[config.mk]
export PLATFORM = sky130hd
export DESIGN_NAME = csr_trap_unit
export DESIGN_NICKNAME = d
export VERILOG_FILES = /design/src/rtl/csr_trap_unit.sv
export SDC_FILE = /design/constraint.sdc
export NUM_CORES = 1
export LEC_CHECK = 0
export ABC_AREA = 1
export CORE_MARGIN = 1.5
export CORE_UTILIZATION = 27
export DETAILED_ROUTE_END_ITERATION = 16
export DONT_BUFFER_PORTS = 1
export HOLD_SLACK_MARGIN = 0.02
export MAX_ROUTING_LAYER = met4
export PLACE_DENSITY_LB_ADDON = 0.25
export SKIP_LAST_GASP = 1
export SLEW_MARGIN = 40
export SYNTH_ARGS = -nofsm -noshare
export SYNTH_HDL_FRONTEND = slang
export SYNTH_SLANG_ARGS = --single-unit
[constraint.sdc]
create_clock -name clk -period 3.5 [get_ports clk]
set_clock_uncertainty 0.1 [all_clocks]
set_input_delay 0.35 -clock clk [delete_from_list [all_inputs] [get_ports clk]]
set_output_delay 0.35 -clock clk [all_outputs]
set_load 0.01 [all_outputs]
[src/rtl/csr_trap_unit.sv]
// Machine-mode CSR file with trap entry/return sequencing for a single-hart core.
// Reads are combinational; traps, mret and CSR writes are arbitrated per cycle.
module csr_trap_unit #(
  parameter int unsigned CNT_WIDTH   = 64,
  parameter logic [31:0] MTVEC_RESET = 32'h0,
  parameter bit          VECTORED_EN = 1'b1
) (
  input  logic        clk,
  input  logic        rst,
  input  logic [11:0] csr_addr,
  input  logic [1:0]  csr_op,
  input  logic [31:0] csr_wdata,
  output logic [31:0] csr_rdata,
  output logic        csr_illegal,
  input  logic [31:0] pc,
  input  logic        instr_retire,
  input  logic        is_ecall,
  input  logic        is_ebreak,
  input  logic        is_mret,
  input  logic        irq_timer,
  output logic        trap_taken,
  output logic        redirect,
  output logic [31:0] redirect_pc
);

  localparam int unsigned HI_W = CNT_WIDTH - 32;
  localparam logic [CNT_WIDTH-1:0] CNT_ONE  = {{(CNT_WIDTH-1){1'b0}}, 1'b1};
  localparam logic [CNT_WIDTH-1:0] CNT_ZERO = '0;

  // Mode 1 survives only when vectored mode is enabled; modes 2/3 collapse to direct.
  function automatic logic [31:0] legal_mtvec(input logic [31:0] v);
    logic [1:0] mode;
    mode = (v[1:0] == 2'b01 && VECTORED_EN) ? 2'b01 : 2'b00;
    return {v[31:2], mode};
  endfunction

  logic                 mstatus_mie_q, mstatus_mie_d;
  logic                 mstatus_mpie_q, mstatus_mpie_d;
  logic                 mie_mtie_q, mie_mtie_d;
  logic [31:0]          mtvec_q, mtvec_d;
  logic [31:0]          mscratch_q, mscratch_d;
  logic [31:0]          mepc_q, mepc_d;
  logic [31:0]          mcause_q, mcause_d;
  logic [CNT_WIDTH-1:0] mcycle_q, mcycle_d;
  logic [CNT_WIDTH-1:0] minstret_q, minstret_d;

  logic [63:0] mcycle_ext, minstret_ext;
  logic [31:0] mstatus_rd, wval, tvec_base;
  logic        known, read_only;
  logic        exc_evt, int_pending;
  logic        take_exc, take_int, take_mret, csr_we;

  assign mcycle_ext   = 64'(mcycle_q);
  assign minstret_ext = 64'(minstret_q);
  assign mstatus_rd   = {19'b0, 2'b11, 3'b0, mstatus_mpie_q, 3'b0, mstatus_mie_q, 3'b0};
  assign tvec_base    = {mtvec_q[31:2], 2'b00};

  always_comb begin
    csr_rdata = 32'h0;
    known     = 1'b1;
    read_only = 1'b0;
    case (csr_addr)
      12'h300: csr_rdata = mstatus_rd;
      12'h304: csr_rdata = {24'b0, mie_mtie_q, 7'b0};
      12'h305: csr_rdata = mtvec_q;
      12'h340: csr_rdata = mscratch_q;
      12'h341: csr_rdata = mepc_q;
      12'h342: csr_rdata = mcause_q;
      12'h344: csr_rdata = {24'b0, irq_timer, 7'b0};
      12'hB00: csr_rdata = mcycle_ext[31:0];
      12'hB02: csr_rdata = minstret_ext[31:0];
      12'hB80: csr_rdata = mcycle_ext[63:32];
      12'hB82: csr_rdata = minstret_ext[63:32];
      12'hF11: begin csr_rdata = 32'h79737978; read_only = 1'b1; end
      12'hF12: begin csr_rdata = 32'h26964ECE; read_only = 1'b1; end
      12'hF14: begin csr_rdata = 32'h0;        read_only = 1'b1; end
      default: known = 1'b0;
    endcase
  end

  assign csr_illegal = ~rst & (~known | ((csr_op != 2'b00) & read_only));

  always_comb begin
    case (csr_op)
      2'b01:   wval = csr_wdata;
      2'b10:   wval = csr_rdata | csr_wdata;
      2'b11:   wval = csr_rdata & ~csr_wdata;
      default: wval = csr_rdata;
    endcase
  end

  // Arbitration: exception > interrupt > mret > CSR write; reset silences everything.
  assign exc_evt     = is_ecall | is_ebreak;
  assign int_pending = mstatus_mie_q & mie_mtie_q & irq_timer;
  assign take_exc    = ~rst & exc_evt;
  assign take_int    = ~rst & ~exc_evt & int_pending;
  assign take_mret   = ~rst & ~exc_evt & ~int_pending & is_mret;
  assign csr_we      = ~rst & ~exc_evt & ~int_pending & ~is_mret
                       & (csr_op != 2'b00) & ~csr_illegal;

  assign trap_taken = take_exc | take_int;
  assign redirect   = trap_taken | take_mret;

  always_comb begin
    if (take_exc)
      redirect_pc = tvec_base;
    else if (take_int)
      redirect_pc = (mtvec_q[1:0] == 2'b01) ? tvec_base + 32'd28 : tvec_base;
    else if (take_mret)
      redirect_pc = mepc_q;
    else
      redirect_pc = 32'h0;
  end

  always_comb begin
    mstatus_mie_d  = mstatus_mie_q;
    mstatus_mpie_d = mstatus_mpie_q;
    mie_mtie_d     = mie_mtie_q;
    mtvec_d        = mtvec_q;
    mscratch_d     = mscratch_q;
    mepc_d         = mepc_q;
    mcause_d       = mcause_q;
    mcycle_d       = mcycle_q + CNT_ONE;
    minstret_d     = minstret_q + ((instr_retire && !trap_taken) ? CNT_ONE : CNT_ZERO);
    if (take_exc || take_int) begin
      mepc_d         = pc & 32'hFFFF_FFFC;
      mcause_d       = take_int ? 32'h8000_0007 : (is_ecall ? 32'd11 : 32'd3);
      mstatus_mpie_d = mstatus_mie_q;
      mstatus_mie_d  = 1'b0;
    end else if (take_mret) begin
      mstatus_mie_d  = mstatus_mpie_q;
      mstatus_mpie_d = 1'b1;
    end else if (csr_we) begin
      case (csr_addr)
        12'h300: begin
          mstatus_mie_d  = wval[3];
          mstatus_mpie_d = wval[7];
        end
        12'h304: mie_mtie_d = wval[7];
        12'h305: mtvec_d    = legal_mtvec(wval);
        12'h340: mscratch_d = wval;
        12'h341: mepc_d     = wval & 32'hFFFF_FFFC;
        12'h342: mcause_d   = wval;
        // A write to either counter half replaces this cycle's increment.
        12'hB00: mcycle_d   = {mcycle_q[CNT_WIDTH-1:32], wval};
        12'hB80: mcycle_d   = {wval[HI_W-1:0], mcycle_q[31:0]};
        12'hB02: minstret_d = {minstret_q[CNT_WIDTH-1:32], wval};
        12'hB82: minstret_d = {wval[HI_W-1:0], minstret_q[31:0]};
        default: ;
      endcase
    end
  end

  always_ff @(posedge clk) begin
    if (rst) begin
      mstatus_mie_q  <= 1'b0;
      mstatus_mpie_q <= 1'b0;
      mie_mtie_q     <= 1'b0;
      mtvec_q        <= legal_mtvec(MTVEC_RESET);
      mscratch_q     <= 32'h0;
      mepc_q         <= 32'h0;
      mcause_q       <= 32'h0;
      mcycle_q       <= '0;
      minstret_q     <= '0;
    end else begin
      mstatus_mie_q  <= mstatus_mie_d;
      mstatus_mpie_q <= mstatus_mpie_d;
      mie_mtie_q     <= mie_mtie_d;
      mtvec_q        <= mtvec_d;
      mscratch_q     <= mscratch_d;
      mepc_q         <= mepc_d;
      mcause_q       <= mcause_d;
      mcycle_q       <= mcycle_d;
      minstret_q     <= minstret_d;
    end
  end

endmodule

Yosys cells after proc, flatten, opt, wreduce, memory -nomap -nowiden
Cells that the tools add are included.

Bits of input ports: 85. Word-level logic and storage cells: 121. Output and inout bits: 67. Flip-flop bits (word level): 257.

Eq/ne operators: 24. Reduce and logical (&&, ||, !) cells: 21. Add/subtract/negate cells: 3. Bitwise operators: 27. Muxes and demuxes: 35.

Operators with widths (number): $mux W32 (13); $pmux W32 S13 (1); $mux W64 (6); $pmux W64 S2 (2); $pmux W32 S3 (1); $eq A12 B10 Y1 const B (7); $eq A12 B12 Y1 const B (7); $add A64 B1 Y64 (1); $add A64 B1 Y64 const B (1); $add A32 B5 Y32 const B (1); $and A32 B32 Y32 (1); $not A32 Y32 (1); $or A32 B32 Y32 (1); $ne A4 B4 Y1 const B (4); $reduce_or A14 Y1 (1); $and A1 B1 Y1 (12); $reduce_and A4 Y1 (3); $reduce_bool A2 Y1 (6); $mux W1 (11); $not A1 Y1 (8); $eq A2 B1 Y1 const B (3); $reduce_and A3 Y1 (2); $reduce_bool A3 Y1 (2); $eq A2 B2 Y1 const B (2); other kinds (9) (13).

Depth between registers and ports, before layout
Depth after elaboration: 13. Gate-level depth with buffers: 23. Depth with buffers taken out: 21.

Least setup slack after synthesis
No wires, ideal clock.

Path type: input to register. Start point: input is_ebreak. End point: register minstret_q[50], in the netlist minstret_ext[50]. Setup time: 0.110 ns. Required time: 3.290 ns. Path slack: -0.147 ns. Buffers on the path: 2. Arrival: 3.437 ns. Cell stages on the path: 23. Cells stage by stage: or2_1 -> nand2_1 -> inv_2 -> nor2_2 -> inv_1 -> clkbuf_1 -> buf_2 -> nor2_1 -> ha_1 -> ha_1 -> nand3_1 -> nor2_1 -> nand2_1 -> nor2_1 -> nand3_1 -> nor3_1 -> nand3_1 -> nand2_1 -> nand2_1 -> nand2_1 -> nand3_1 -> nand2_1 -> inv_1.

Cells in the longest elaborated chain, start to end: 13. Elaborated cells on any way between the ends: 21. Classes of those cells: add/sub (1); eq/ne (1); mux (5); bitwise (11); reduce/logical (3).

RTL lines: start: declaration (RTL line 18) `input logic is_ebreak,`; $or A1 B1 Y1 * (RTL line 93) `assign exc_evt = is_ecall | is_ebreak;`; $not A1 Y1 (RTL line 96) `assign take_int = ~rst & ~exc_evt & int_pending;`; $and A1 B1 Y1 (2 in a row) (RTL line 96); $or A1 B1 Y1 * (RTL line 101) `assign trap_taken = take_exc | take_int;`; via trap_taken (RTL line 21) `output logic trap_taken,`; $logic_not A1 Y1 * (RTL line 124) `minstret_d = minstret_q + ((instr_retire && !trap_taken) ? CNT_ONE : CNT_ZERO);`; $logic_and A1 B1 Y1 * (RTL line 124); $mux W1 * (RTL line 124); $add A64 B1 Y64 * (RTL line 124); $pmux W64 S2 (RTL line 134) `case (csr_addr)`; $mux W64 (RTL line 133) `end else if (csr_we) begin`; $mux W64 (RTL line 130) `end else if (take_mret) begin`; $mux W64 * (RTL line 125) `if (take_exc || take_int) begin`; end signal: assignment (RTL line 174) `minstret_q <= minstret_d;`; end: declaration (RTL line 45) `logic [CNT_WIDTH-1:0] minstret_q, minstret_d;`.

The timed path passes the listed nets; every way through them passes the cells marked *. A chain may end at the register's enable or synchronous reset.

Worst setup path after layout
Start point: register mtvec_q[2]. End point: output redirect_pc[30].

Cells in the longest elaborated chain, start to end: 4.

RTL lines: start: declaration (RTL line 40) `logic [31:0] mtvec_q, mtvec_d;`; start signal: assignment (RTL line 159) `mtvec_q <= legal_mtvec(MTVEC_RESET);`; start signal: assignment (RTL line 169) `mtvec_q <= mtvec_d;`; $add A32 B5 Y32 (RTL line 108) `redirect_pc = (mtvec_q[1:0] == 2'b01) ? tvec_base + 32'd28 : tvec_base;`; $mux W32 (RTL line 108); $mux W32 (RTL line 107) `else if (take_int)`; $mux W32 (RTL line 105) `if (take_exc)`; end: declaration (RTL line 23) `output logic [31:0] redirect_pc`.

Every way passes these cells.

==> impl_metrics.json <==
{
  "avgSynthCellArea_um2": 5.49,
  "cp-end-kind": "output pin",
  "fmax_ghz": 0.295,
  "wl_um": 124000,
  "cpPeakStageDelay_ns": 0.38,
  "fill_cells": 9095,
  "syn_area_um2": 21700,
  "path_max_fanout": 5,
  "r2r_cells": 14,
  "critPathArrivalTime_ns": 2.94,
  "cts_buffers": 37,
  "tritoncts": "yes",
  "crit_slowest_cell": "dfxtp_1",
  "grt_pass1_vias": 25134,
  "path_depth": 12,
  "synth_top_family_by_area": "simple AND/OR/NAND/NOR gates",
  "die_y_um": 287,
  "antenna_found_initial": 4,
  "startpoint_type": "register",
  "min_period_ns": 3.39,
  "hold_depth": 5,
  "layout_common_cells": "nand2_1, nor2_1, inv_1",
  "power_density_nw_per_um2": 320,
  "start_util_pct": 27.4,
  "slew-limit-headroom_pct": 44.3,
  "gr-total-overflow": 0,
  "p_leak_nw": 12.1,
  "fin_ws_ns": 0.108,
  "vias": 27161,
  "critPathRequiredTime_ns": 3.05,
  "root_buffer": "clkbuf_16",
  "grt_max_degree": 119,
  "drt-wirelength-per-cell_um": 24.4,
  "finalCritPeriodShare_pct": 96.9,
  "dpl.hpwl_um": 95900,
  "first_pass_iters": 6,
  "gp_congestion": 1.04,
  "synth_mux_area_share_pct": 0,
  "cts.clk_slew.worst_paths_ns": 0.06,
  "setup_viol_count_final": 0,
  "cts_setup_buffers": 0,
  "crit_path_cell_trace": "inv_1 > ha_1 > nand2_1 > nand2_1 > nor2_2 > nand3_1 > nor3_1 > inv_1 > nor3_1 > or2_2 > nand2_1 > nand3_1",
  "htree_levels": 2,
  "postPlaceCellArea_um2": 24000,
  "final_common_cell": "nand2_1",
  "ys_types": 42,
  "synth_xor_area_share_pct": 4.72,
  "num_rows": 103,
  "final_nets": 4102,
  "antenna_left": 0,
  "reg2reg_slack_ns": 0.36,
  "outcome": "finished, final reports clean",
  "via_per_inst": 5.33,
  "yosys.area_share.simple_pct": 52.0,
  "crit_top_cell": "nand2_1",
  "dp_slack_ns": 0.267,
  "io_buffers": 0,
  "crit_type": "register to output pin",
  "coreArea_um2": 79300,
  "area_delta_synth_final_pct": 17.9,
  "die_area_um2": 82100,
  "grt_pass1_wl_um": 178000,
  "hold_violations": 0,
  "final_area_um2": 25600,
  "hold_class": "primary input to register",
  "clock_latency_ns": 0.59,
  "synth-compound-area-share_pct": 6.63,
  "clock-sinks": 256,
  "synth_cells": 3956,
  "max-cap-violations": 0,
  "synth_seq_area_share_pct": 23.6,
  "yosys_warnings": 0,
  "io_pins": 152,
  "peakVddDrop_mv": 0.328,
  "ys_ff_latch": 256,
  "drc": 0,
  "drv_slew": 0,
  "synthAdderAreaFrac_pct": 0.231,
  "layout-drive-gt1-share_pct": 7.70,
  "die_x_um": 287,
  "cts_max_path_buffers": 3,
  "rsz0062_at_grt": "yes",
  "worst_pin_slew_ns": 0.826,
  "cp_num_buf_inv": 2,
  "drtIter0Drc": 3194,
  "critPathTopFamily": "simple AND/OR/NAND/NOR gates",
  "grt_usage_pct": 30.4
}
[synthesized netlist by cell type, drive strengths merged]
cell        n  area (um2)
nand2    1261        4750
nor2      542        2040
inv       494        1850
nand3     394        1970
nand4     285        1780
dfxtp     256        5120
o21ai     141         709
clkbuf    119         447
xor2      110         963
buf        98         463
nor3       94         487
a21oi      52         260
o2111ai    21         184
o211ai     17         128
nor4       16         100
nand3b      8        60.1
nor3b       7        52.6
o221ai      7        61.3
xnor2       7        61.3
clkinv      4        15.0
ha          4        50.1
or2         4        25.0
a21boi      3        22.5
a221oi      3        26.3
a22oi       2        15.0
o311ai      2        17.5
a2111oi     1        8.76
and2        1        6.26
and3        1        6.26
conb        1        3.75
o31ai       1        7.51
[flip-flops by register name (all words and copies together), names as in the netlist]
signal and count:
mtvec_q 31, mcause_q 32, minstret_ext 64, mscratch_q 32, mepc_q 30, mcycle_ext 64
mstatus_mie_q 1, mie_mtie_q 1, mstatus_mpie_q 1
[tightest hold or removal path: stages]
cell and delay [ns]:
nand2_1 0.04, a21boi_0 0.11, nand3_1 0.06, nand2_1 0.05
nor2_1 0.07
[stage by stage]
step | util (%) | power (mW) | cells | TNS [ns] | hold slack, ns
3_5_place_dp | 30.2 | 3.93 | 4996 | 0 | 0.323
6_report | 32.3 | 8.19 | 5094 | 0 | 0.0417
2_1_floorplan | - | 3.56 | 3957 | 0 | 0.319
4_1_cts | 32.3 | 8.22 | 5089 | -0.00630 | 0.0232
5_1_grt | 32.3 | 8.43 | 5093 | -0.408 | 0.0848
3_3_place_gp | 30.2 | 3.93 | 4995 | 0 | 0.323
[layer usage]
layer	vias up	routed length (um)	global-route usage, %	share of wire, %
met5	-	0	-	0
met4	0	5510	12.6	4.4
met3	221	10200	5.30	8.2
met2	1266	56900	48.6	46
met1	12806	51700	37.8	42
li1	12868	-	-	-
[cell families after synthesis]
family,Yosys count
simple gates,2613
buf+inv,715
flops,256
compound gates,250
xor+xnor,117
fa+ha+maj,4
other cells,1
[cell type report]
cell class / instances / area, um2 / area share, %
well taps: 1050 / 1310 / 5.13
clock buffers: 49 / 1040 / 4.07
flip-flops and latches: 256 / 5120 / 20.0
inverters: 498 / 1880 / 7.33
repair buffers: 234 / 2020 / 7.90
clock inverters: 16 / 277 / 1.08
diodes: 5 / 12.5 / 0.0489
multi-input cells: 2986 / 13900 / 54.4
[what timing repair did]
item	in CTS	in global routing
pin swaps	0	0
hold buffers	28	0
endpoints found under the hold margin	27	0
gates resized for setup	5	5
endpoints found under the setup margin	3	6
gates cloned	0	0
[worst paths after layout]
| kind | start | endpoint |
|---|---|---|
| worst max register to register | mcycle_ext[0] | mcycle_ext[58] |
| worst max-delay path | mtvec_q[2] | redirect_pc[30] |
| worst min register to register | mcause_q[1] | mcause_q[1] |
| worst min-delay path | pc[15] | mepc_q[15] |
[report_power, final]
part           internal, mW  switching, mW  total [mW]  leakage [nW]
sequential             2.98         0.0465        3.02          2.07
clock                  2.61           1.66        4.27         0.645
combinational         0.238          0.657       0.895          9.42
total                  5.83           2.36        8.19          12.1
Power figures use the tool's default switching activity.
